### config.mk
export PLATFORM = sky130hd
export DESIGN_NAME = seg_scan_decoder
export DESIGN_NICKNAME = d
export VERILOG_FILES = /design/src/rtl/seg_pkg.sv /design/src/rtl/seg_glyph_lut.sv /design/src/rtl/seg_scan_decoder.sv
export SDC_FILE = /design/constraint.sdc
export NUM_CORES = 1
export LEC_CHECK = 0
export BUFFER_PORTS_ARGS = -buffer_cell sky130_fd_sc_hd__buf_4
export CAP_MARGIN = 40
export CORE_UTILIZATION = 43
export CTS_CLUSTER_SIZE = 14
export DETAILED_ROUTE_END_ITERATION = 16
export GPL_ROUTABILITY_DRIVEN = 0
export SYNTH_ARGS = -nofsm -noshare
export SYNTH_HDL_FRONTEND = slang
export SYNTH_SLANG_ARGS = --single-unit
export TNS_END_PERCENT = 1
### constraint.sdc
create_clock -name clk -period 3.5 [get_ports clk]
set_input_delay 0.35 -clock clk [delete_from_list [all_inputs] [get_ports clk]]
set_output_delay 0.35 -clock clk [all_outputs]
set_load 0.1 [all_outputs]
### src/rtl/seg_pkg.sv
// Shared definitions for the 7-segment scan decoder: hex glyph table, digit count, FSM states.
// Latency: n/a (types and constants only).
// Backpressure: n/a.
package seg_pkg;

    localparam int NUM_DIGITS = 8;
    localparam int IDX_W      = $clog2(NUM_DIGITS);

    // Active-high segment codes, bit 0 = a ... bit 6 = g, indexed by hex value.
    localparam logic [6:0] HEX_GLYPH [16] = '{
        7'h3F, 7'h06, 7'h5B, 7'h4F, 7'h66, 7'h6D, 7'h7D, 7'h07,
        7'h7F, 7'h6F, 7'h77, 7'h7C, 7'h39, 7'h5E, 7'h79, 7'h71
    };

    typedef enum logic [1:0] {
        WAIT,
        SETTLE,
        HELD
    } scan_state_t;

endpackage

### src/rtl/seg_glyph_lut.sv
// Combinational reverse lookup of an active-high 7-segment glyph into a hex nibble.
// Latency: 0 cycles (pure combinational).
// Backpressure: none; o_hit=0 and o_nibble=0 for any pattern that is not a hex glyph.
//
// Ports: i_glyph  - active-high segments g..a
//        o_hit    - pattern matches one of the 16 hex glyphs
//        o_nibble - decoded value (0 on miss)
module seg_glyph_lut
    import seg_pkg::*;
(
    input  logic [6:0] i_glyph,
    output logic       o_hit,
    output logic [3:0] o_nibble
);

    always_comb begin
        o_hit    = 1'b0;
        o_nibble = 4'h0;
        for (int i = 0; i < 16; i++) begin
            if (i_glyph == HEX_GLYPH[i]) begin
                o_hit    = 1'b1;
                o_nibble = 4'(i);
            end
        end
    end

endmodule

### src/rtl/seg_scan_decoder.sv
// Rebuilds the 8-digit hex word shown by a multiplexed 7-segment driver from its AN/SEG scan.
// Latency: last digit's first stable registered sample -> value_valid in STABLE_CYCLES+1 clocks.
// Backpressure: frame held until value_ready; a frame completing while one is pending is dropped (overrun, sticky).
//
// Ports: clk, rst (async, active-low); AN/SEG active-low scan inputs (SEG[7] = dp);
//        value/glyph_err/dp frame outputs with value_valid/value_ready handshake; overrun sticky flag.
// Build option: SEG_DP_CAPTURE_EN stores the decimal points per digit and includes SEG[7] in the
//        stability compare; without it dp reads 8'h00 and SEG[7] is ignored.
module seg_scan_decoder
    import seg_pkg::*;
#(
    parameter int STABLE_CYCLES = 4,   // >= 2
    parameter int CNT_W         = 3    // must hold STABLE_CYCLES-1
) (
    input  logic        clk,
    input  logic        rst,
    input  logic [7:0]  AN,
    input  logic [7:0]  SEG,
    output logic [31:0] value,
    output logic        value_valid,
    input  logic        value_ready,
    output logic        glyph_err,
    output logic        overrun,
    output logic [7:0]  dp
);

`ifdef SEG_DP_CAPTURE_EN
    localparam int SW = 8;
`else
    localparam int SW = 7;
    logic w_unused_dp;
    assign w_unused_dp = SEG[7];
`endif

    logic [7:0]       r_an_q, r_an_p;
    logic [SW-1:0]    r_seg_q, r_seg_p;
    scan_state_t      r_state, w_state_n;
    logic [CNT_W-1:0] r_cnt, w_cnt_n;
    logic [7:0]       r_mask;
    logic             r_err;
    logic [31:0]      r_digits;

    logic [7:0]       w_an_lo;
    logic             w_scan_vld;
    logic [IDX_W-1:0] w_idx;
    logic             w_same;
    logic             w_cap;
    logic             w_hit;
    logic [3:0]       w_nib;
    logic             w_complete;
    logic [7:0]       w_cap_bit;

    // A scan is valid only when exactly one anode is pulled low.
    assign w_an_lo    = ~r_an_q;
    assign w_scan_vld = (w_an_lo != 8'h00) && ((w_an_lo & (w_an_lo - 8'd1)) == 8'h00);
    assign w_same     = (r_an_q == r_an_p) && (r_seg_q == r_seg_p);

    always_comb begin
        w_idx = '0;
        for (int i = 0; i < NUM_DIGITS; i++) begin
            if (!r_an_q[i]) begin
                w_idx = IDX_W'(i);
            end
        end
    end

    seg_glyph_lut u_lut (
        .i_glyph  (~r_seg_q[6:0]),
        .o_hit    (w_hit),
        .o_nibble (w_nib)
    );

    // r_cnt counts matching back-to-back samples; the digit is taken on the compare that
    // brings it to STABLE_CYCLES-1, i.e. once STABLE_CYCLES identical samples have been seen.
    always_comb begin
        w_state_n = r_state;
        w_cnt_n   = r_cnt;
        w_cap     = 1'b0;
        case (r_state)
            WAIT: begin
                if (w_scan_vld) begin
                    w_state_n = SETTLE;
                    w_cnt_n   = '0;
                end
            end
            SETTLE: begin
                if (!w_same) begin
                    w_cnt_n = '0;
                    if (!w_scan_vld) begin
                        w_state_n = WAIT;
                    end
                end else if (r_cnt == CNT_W'(STABLE_CYCLES - 2)) begin
                    w_cap     = 1'b1;
                    w_cnt_n   = '0;
                    w_state_n = HELD;
                end else begin
                    w_cnt_n = r_cnt + 1'b1;
                end
            end
            HELD: begin
                // Leaving a dwell is handled exactly like WAIT seeing the new sample.
                if (!w_same) begin
                    w_cnt_n   = '0;
                    w_state_n = w_scan_vld ? SETTLE : WAIT;
                end
            end
            default: begin
                w_state_n = WAIT;
                w_cnt_n   = '0;
            end
        endcase
    end

    assign w_complete = (r_mask == 8'hFF);
    assign w_cap_bit  = w_cap ? (8'd1 << w_idx) : 8'd0;

    always_ff @(posedge clk or negedge rst) begin
        if (!rst) begin
            r_an_q   <= '1;
            r_an_p   <= '1;
            r_seg_q  <= '1;
            r_seg_p  <= '1;
            r_state  <= WAIT;
            r_cnt    <= '0;
            r_mask   <= '0;
            r_err    <= 1'b0;
            r_digits <= '0;
        end else begin
            r_an_q  <= AN;
            r_seg_q <= SEG[SW-1:0];
            r_an_p  <= r_an_q;
            r_seg_p <= r_seg_q;
            r_state <= w_state_n;
            r_cnt   <= w_cnt_n;
            // A completed frame restarts the mask; a capture in the same cycle belongs to the next frame.
            r_mask  <= (w_complete ? 8'h00 : r_mask) | w_cap_bit;
            r_err   <= (w_complete ? 1'b0 : r_err) | (w_cap & ~w_hit);
            if (w_cap) begin
                r_digits[{w_idx, 2'b00} +: 4] <= w_hit ? w_nib : 4'h0;
            end
        end
    end

`ifdef SEG_DP_CAPTURE_EN
    logic [7:0] r_dp_store;

    always_ff @(posedge clk or negedge rst) begin
        if (!rst) begin
            r_dp_store <= '0;
            dp         <= '0;
        end else begin
            if (w_cap) begin
                r_dp_store[w_idx] <= ~r_seg_q[7];
            end
            if (w_complete && (!value_valid || value_ready)) begin
                dp <= r_dp_store;
            end
        end
    end
`else
    assign dp = 8'h00;
`endif

    always_ff @(posedge clk or negedge rst) begin
        if (!rst) begin
            value       <= '0;
            value_valid <= 1'b0;
            glyph_err   <= 1'b0;
            overrun     <= 1'b0;
        end else begin
            if (w_complete) begin
                if (!value_valid || value_ready) begin
                    value       <= r_digits;
                    glyph_err   <= r_err;
                    value_valid <= 1'b1;
                end else begin
                    overrun <= 1'b1;
                end
            end else if (value_valid && value_ready) begin
                value_valid <= 1'b0;
            end
        end
    end

endmodule
=== Word level (Yosys, flattened, before mapping) ===
Index checks and enable logic that the tools add are counted.

* Add/sub/neg operators: 3
* Eq/ne operators: 27
* Shift operators: 3
* Mux-type cells: 61
* Bitwise operators: 8
* Reductions and logical operators: 14

{| class="wikitable"
|+ Operators with widths
! kind !! count
|-
| 7-bit == test, second input constant || 12
|-
| 3-bit 2-to-1 mux || 12
|-
| 4-bit 2-to-1 mux || 9
|-
| 32-bit bitwise mux || 1
|-
| 4-bit by 7-bit variable shift with 32-bit output, first input constant || 1
|-
| 4-bit by 7-bit indexed part select with 32-bit output || 1
|-
| 1-bit 2-to-1 mux || 26
|-
| 2-bit 2-to-1 mux || 9
|-
| 8-bit 2-to-1 mux || 2
|-
| 7-bit by 3-bit == test with 1-bit output, second input constant || 2
|-
| 7-bit by 6-bit == test with 1-bit output, second input constant || 2
|-
| 3-bit one-hot mux with 3 select lines || 1
|-
| 8-bit AND || 1
|-
| 8-bit == test || 1
|-
| 8-bit == test, second input constant || 1
|-
| 8-bit logical NOT || 1
|-
| 8-bit NOT || 1
|-
| 8-bit bitwise OR || 1
|-
| 2-bit AND reduction || 4
|-
| 8-bit nonzero test || 1
|-
| 1-bit by 3-bit << shifter with 8-bit output, first input constant || 1
|-
| 8-bit by 1-bit subtractor with 8-bit output, second input constant || 1
|-
| 7-bit == test || 1
|-
| 5-bit negation with 7-bit output || 1
|-
| other kinds (18) || 23
|}

* Register bits: 111
* Input bits: 19
* Logic and storage cells: 129

=== Longest topological paths before layout ===
Gate-level depths: netlist (run 1).

* Depth in word-level cells: 21
* Depth in mapped cells: 10
* Gate-level depth less buffers: 9

=== Cells and area by module ===
A second synthesis (run 1) with hierarchy kept.

* Cells, all modules: 394
* Area total of the unflattened synthesis: 5093.6 um^2

{| class="wikitable"
|+ Modules (own cells, without submodules)
! module !! instances !! cells each !! area each (um^2) !! sequential area each (um^2)
|-
| seg_scan_decoder || 1 || 332 || 4680.7 || 2815.2
|-
| seg_glyph_lut || 1 || 62 || 412.9 || 0.0
|}

=== Worst setup path before layout (run 1) ===
OpenSTA, ideal clock, no wires.

* Path type: reg2reg
* Start: reg r_an_q[3]
* End: reg r_digits[10]
* Library setup time: 0.125 ns
* Arrival: 2.905 ns
* Slack: 0.471 ns
* Cell stages (with the launch flop): 8
* Buffers on the path: 0
* Clock period less this slack: 3.029 ns
* Cells stage by stage: dfstp_2 -> o21ai_0 -> a21oi_1 -> ha_1 -> ha_1 -> or2_2 -> nor4_1 -> mux2_2

* Longest elaborated chain between the ends: 8
* Elaborated cells on any way between the ends: 13

{| class="wikitable"
|+ Ends and longest elaborated chain
! what !! line !! RTL
|-
| from (decl) || seg_scan_decoder.sv:35 || <nowiki>logic [7:0] r_an_q, r_an_p;</nowiki>
|-
| from (signal assigned) || seg_scan_decoder.sv:119 || <nowiki>r_an_q <= '1;</nowiki>
|-
| from (signal assigned) || seg_scan_decoder.sv:129 || <nowiki>r_an_q <= AN;</nowiki>
|-
| 2-bit 2-to-1 mux || seg_scan_decoder.sv:61 || <nowiki>if (!r_an_q[i]) begin</nowiki>
|-
| 3-bit 2-to-1 mux (4 in a row) || seg_scan_decoder.sv:61 ||
|-
| 5-bit negation with 7-bit output || seg_scan_decoder.sv:139 || <nowiki>r_digits[{w_idx, 2'b00} +: 4] <= w_hit ? w_nib : 4'h0;</nowiki>
|-
| 4-bit by 7-bit indexed part select with 32-bit output / 4-bit by 7-bit variable shift with 32-bit output (equally long branches) || seg_scan_decoder.sv:139 ||
|-
| 32-bit bitwise mux || seg_scan_decoder.sv:139 ||
|-
| to (signal, indexed assignment) || seg_scan_decoder.sv:139 ||
|-
| to (decl) || seg_scan_decoder.sv:41 || <nowiki>logic [31:0] r_digits;</nowiki>
|}

Parallel ways exist; a longest one is shown, timed or not.
A chain may end at the register's enable or synchronous reset.

=== Worst setup path after layout (run 1) ===
* Start: reg r_an_q[2]
* End: reg r_digits[18]

* Longest elaborated chain between the ends: 9
* Elaborated cells on any way between the ends: 14

{| class="wikitable"
|+ Ends and longest elaborated chain
! what !! line
|-
| 2-bit 2-to-1 mux (2 in a row) || seg_scan_decoder.sv:61
|-
| 3-bit 2-to-1 mux (4 in a row) || seg_scan_decoder.sv:61
|-
| 5-bit negation with 7-bit output || seg_scan_decoder.sv:139
|-
| 4-bit by 7-bit indexed part select with 32-bit output / 4-bit by 7-bit variable shift with 32-bit output (equally long branches) || seg_scan_decoder.sv:139
|-
| 32-bit bitwise mux || seg_scan_decoder.sv:139
|}

Parallel ways exist; a longest one is shown, timed or not.

==> results.cfg, run 1 <==
[outcome]
status = complete, no violations

[floorplan]
die_x_um = 109
core_um2 = 10900
start_util = 0.447
die_area_um2 = 11800
dieHeight_um = 109
num_io_pins = 62
row_count = 38

[synth]
synth_edf_count = 0
yosysUniqueCellTypes = 56
synth_cells = 367
ys_warn_count = 0
synth_largest_area_cell = dfrtp_1
yosys.area.top_type_share = 0.415
synth_most_common_cell = dfrtp_1
ys_top_cells_by_count = 81 x dfrtp_1, 62 x mux2_2, 30 x dfstp_2
synthTopCellsByArea = dfrtp_1 41%, dfstp_2 16%, mux2_2 14%, xor2_1 2.2%, ha_1 1.5%
ys_seq_elements = 111
async_flop_share = 1.00
seq_area_frac_synth = 0.576
synth_area_um2 = 4880
synth_area_per_cell_um2 = 13.3
synth_ff_type = dfrtp_1

[worst_hold_path]
min-delay-path-class = in -> async

[clocking]
clock_latency_ns = 0.35
cts_tree = built
cts_buffers = 9
cts_sinks = 111
postCtsHoldBufs = 0
clockBufferDepth = 2
path_clk_slew_ns = 0.08
root_buffer = clkbuf_16
cts.repair.resized = 0
cts_max_level = 3
postCtsSetupBuffers = 0

[setup_path]
worstPathRequired_ns = 3.73
reg2regPathDepth = 8
startpoint_type = register
reg2reg_from = r_an_q[2]
ff2ff_setup_slack_ns = 0.50
cp-end-kind = register
critPathArrivalTime_ns = 3.23
rr_endpoint = r_digits[18]
crit_path_end = r_digits[18]
cp-startpoint = r_an_q[2]
crit_fanout = 7
path_class = reg -> reg

[timing]
finalClockSkew_ns = 0.00957
worst_slack_ns = 0.501
tns_ns = 0
drv_slew = 0
period_needed_ns = 3.00
tightest_slew_ns = 0.623
fmax_ghz = 0.333
setup_viol = 0
rsz0062_at_grt = false
finalCritPeriodShare = 0.857
finalHoldViolations = 0
holdWs_ns = 0.00464
max_slew_margin = 0.581

[drt]
dr.pass1.iters = 4
wl_per_cell_um = 15.5
viasPerCell = 5.28
drc = 0
vias = 2996
routed_wl_mm = 8.79
ant_nets = 0
drtIter0Drc = 106

[global_route]
grt_pass1_vias = 2943
overflow = 0
grt_pass1_wl_mm = 14.9
grt_usage = 0.168
grt_max_degree = 68
antenna_found_initial = 0

[cells_and_area]
fin_nets = 447
diodes = 0
drive_gt1_frac = 0.424
areaGrowthSynthToFinish_pct = 17.6
fill_cells = 940
postLayoutCoreUtil = 0.525
multi_input_area_um2 = 1940
register_area_um2 = 2820

[placement]
pre_cts_slack_ns = 0.513
numPortBuffers = 52
hpwl_mm = 6.34

[power_and_ir_drop]
leakage_uw = 0.00275
ir_worst_vdd_v = 0.000263
powerDensity_nw_per_um2 = 430

[flow_run]
max_cap_viol_count = 0
logic make-up after synthesis:
kind of cell	share of synthesized area
buf+inv	0.0336
xor+xnor	0.0305
mux	0.155
flops	0.576
fa+ha+maj	0.0174
other cells	0.000768
compound gates	0.0589
simple gates	0.128
state kept, by name (all words and copies together), names as in the netlist, 2 cells and up:
register,cells
value,32
r_state,2
r_cnt,3
r_seg_p,7
r_an_p,8
r_seg_q,7
r_mask,8
r_an_q,8
r_digits,32
layout by cell type (no fill, tap or decap), types with 6 or more instances in the layout:
cell type / instances
xor2_1: 12
inv_1: 10
o21ai_0: 7
nand2b_1: 7
mux2_2: 62
ha_1: 6
nand2_1: 9
dfstp_2: 30
nor2_1: 12
a32o_1: 6
a21oi_1: 7
conb_1: 8
buf_4: 58
clkbuf_16: 9
nand3_1: 12
dfrtp_1: 81
worst max-delay path, stage by stage (launching register included):
cell,delay (ns)
dfstp_2,0.60
inv_1,0.05
o21ai_0,0.24
a21oi_1,0.14
ha_1,0.24
ha_1,0.27
a2111o_1,0.36
or4_1,0.63
mux2_1,0.36
power by group:
group	leakage, uW	internal (uW)	switching (uW)
sequential	0.00144	1310	28.8
clock	0.000136	493	473
combinational	0.00117	50.8	111
metal layers:
layer  part of all wire  vias up  wire, um  GRT usage
met5                  0        -         0          0
li1                   -     1424         -          -
met1               0.47     1499      4170      0.231
met2               0.47       62      4120      0.259
met3              0.044       11       383     0.0404
met4              0.013        0       112     0.0579
cell type report:
type,instances,share of cell area
Timing Repair Buffer,60,0.0854
Sequential cell,111,0.490
Clock buffer,9,0.0392
Multi-Input combinational cell,230,0.338
Clock inverter,7,0.00980
Tap cell,140,0.0305
Inverter,10,0.00654
stage by stage:
stage	power (uW)	std cells	instance area, um2
after CTS	2510	567	5740
after detailed placement	1530	551	5460
after floorplan	1470	374	4910
after global routing	2580	567	5740
final	2470	567	5740
after global placement	1520	549	5410
how the worst min path moves through the flow:
stage | depth (start not counted) | start | endpoint
floorplan | 0 | rst | glyph_err
global placement | 0 | r_an_q[0] | r_an_p[0]
detailed placement | 2 | rst | value_valid
CTS | 2 | rst | r_mask[3]
global route | 2 | rst | value_valid
finish | 2 | rst | r_digits[3]
(Power assumes the default switching activity.)
==> inputs of run 2 (changes only) <==
--- a/config.mk
+++ b/config.mk
@@ -11,6 +11,7 @@
 export CTS_CLUSTER_SIZE = 14
 export DETAILED_ROUTE_END_ITERATION = 16
 export GPL_ROUTABILITY_DRIVEN = 0
+export RECOVER_POWER = 100
 export SYNTH_ARGS = -nofsm -noshare
 export SYNTH_HDL_FRONTEND = slang
 export SYNTH_SLANG_ARGS = --single-unit
==> constraint.sdc (replaced) <==
create_clock -name clk -period 3 [get_ports clk]
set_input_delay 0.3 -clock clk [delete_from_list [all_inputs] [get_ports clk]]
set_output_delay 0.3 -clock clk [all_outputs]
set_load 0.1 [all_outputs]
==> run 2 against run 1 <==
Effect of this change:
- the run now ends with max-capacitance violations, max-slew violations left
- first-iteration DRC count rose by 2.8%
- largest power group unchanged
- combinational power rose by 15%
- cell count rose by 0.88%
- clock skew rose by 0.0036 ns
- count of clock-buffer cells in the layout did not move
- cell area fell by 2.0%
- core utilization fell by 1.1 points
- sequential share of layout area rose by 1.0 points
- global-route usage barely moved
- non-clock buffer count rose by 5
==> results.cfg, run 2 (synthesized netlist as in run 1, its figures left out) <==
[placement]
numPortBuffers = 52
pre_cts_slack_ns = 0.122
hpwl_mm = 6.30
place_area_um2 = 5470

[timing]
period_needed_ns = 2.85
drv_slew = 42
tns_ns = 0
tightest_slew_ns = 2.21
finalCritPeriodShare = 0.951
finalHoldViolations = 0
holdWs_ns = 0.0654
max_slew_margin = -0.475
setup_viol = 0
rsz0062_at_grt = false
finalClockSkew_ns = 0.0131
fmax_ghz = 0.351
worst_slack_ns = 0.148

[cells_and_area]
final_cell_mix = 81 x dfrtp_1, 62 x mux2_2, 38 x clkbuf_1, 18 x dfstp_2, 15 x clkbuf_4
layout_commonest_cell = dfrtp_1
design_area_um2 = 5630
drive_gt1_frac = 0.310
areaGrowthSynthToFinish_pct = 15.2
diodes = 0
reg_top3 = r_digits x32, value x32
postLayoutCoreUtil = 0.514
fin_nets = 452

[setup_path]
path_class = reg -> reg
cp-end-kind = register
reg2reg_from = r_an_q[6]
critPathArrivalTime_ns = 3.08
crit_fanout = 9
cp-startpoint = r_an_q[6]
startpoint_type = register
worstPathRequired_ns = 3.23

[clocking]
cts_buffers = 9
path_clk_slew_ns = 0.08
cts_tree = built
root_buffer = clkbuf_16
cts_sinks = 111
clockBufferDepth = 2
clock_latency_ns = 0.35
postCtsSetupBuffers = 0
cts_max_level = 3

[global_route]
grt_max_degree = 71
grt_usage = 0.168
grt_pass1_wl_mm = 15.0
grt_pass1_vias = 2945
antenna_found_initial = 0
overflow = 0

[drt]
routed_wl_mm = 8.83
drc = 0
dr.pass1.iters = 4
ant_nets = 0
wl_per_cell_um = 15.4
drtIter0Drc = 109
vias = 2999
viasPerCell = 5.24

[power_and_ir_drop]
p_int_uw = 2250
clkPwrFrac = 0.410
seq_power_share = 0.527
leakage_uw = 0.00260
switching_share = 0.240
p_comb_frac = 0.063
p_sw_uw = 712
ir_worst_vdd_v = 0.000474
powerDensity_nw_per_um2 = 527

[floorplan]
row_count = 38
num_io_pins = 62
die_area_um2 = 11800
die_x_um = 109
dieHeight_um = 109
start_util = 0.447
core_um2 = 10900

[worst_hold_path]
min_from = AN[2]
min-delay-path-class = in -> reg

[outcome]
violations = max-capacitance violations, max-slew violations
status = complete, but fails checks

[flow_run]
max_cap_viol_count = 1
[run 2: final cells by class]
cell class | instances | area (um2)
inverter | 10 | 37.5
multi-input combinational | 230 | 1930
timing repair buffer | 65 | 350
clock buffer | 9 | 225
fill | 1009 | 5310
clock inverter | 7 | 87.6
tap | 140 | 175
sequential | 111 | 2820
[run 2: power groups by stage]
stage	logic (uW)	registers [uW]	clock network, uW
5_1_grt	207	1570	1320
3_5_place_dp	191	1590	0
2_1_floorplan	143	1580	0
3_3_place_gp	189	1590	0
6_report	187	1560	1210
4_1_cts	193	1570	1260
[run 2: worst paths after layout]
| kind | endpoint | slack (ns) | cells after the start |
|---|---|---|---|
| hold reg to reg | r_an_p[3] | 0.42 | 0 |
| setup / recovery | r_digits[16] | 0.15 | 8 |
| min in group asynchronous | overrun | 1.15 | 2 |
| max in group asynchronous | r_seg_p[4] | 0.58 | 3 |
| setup reg to reg | r_digits[16] | 0.15 | 8 |
| hold / removal | r_an_q[2] | 0.07 | 1 |
[run 2: through the flow]
step	cells	total power (uW)
detailed placement	555	1790
finish	572	2960
CTS	572	3020
global route	572	3090
floorplan	374	1720
global placement	555	1780
[run 2: worst max-delay path, cell delays in order, from the launching register on]
cell and delay, ns:
dfstp_2 0.61, inv_1 0.05, o21ai_0 0.26, a21oi_2 0.07
ha_1 0.23, ha_1 0.20, a2111o_1 0.34, or4_1 0.63
mux2_1 0.36
[run 2: layer usage]
| metal | vias to the layer above | share of wire | GRT usage |
|---|---|---|---|
| li1 | 1434 | - | - |
| met1 | 1499 | 0.49 | 0.236 |
| met2 | 58 | 0.47 | 0.261 |
| met3 | 8 | 0.034 | 0.0362 |
| met4 | 0 | 0.012 | 0.0502 |
| met5 | - | 0 | 0 |
[run 2: timing repair]
action	4_1_cts	5_1_grt
resized for setup	0	1
endpoints found under the setup margin	0	2
hold buffers	1	0
endpoints found under the hold margin	15	0
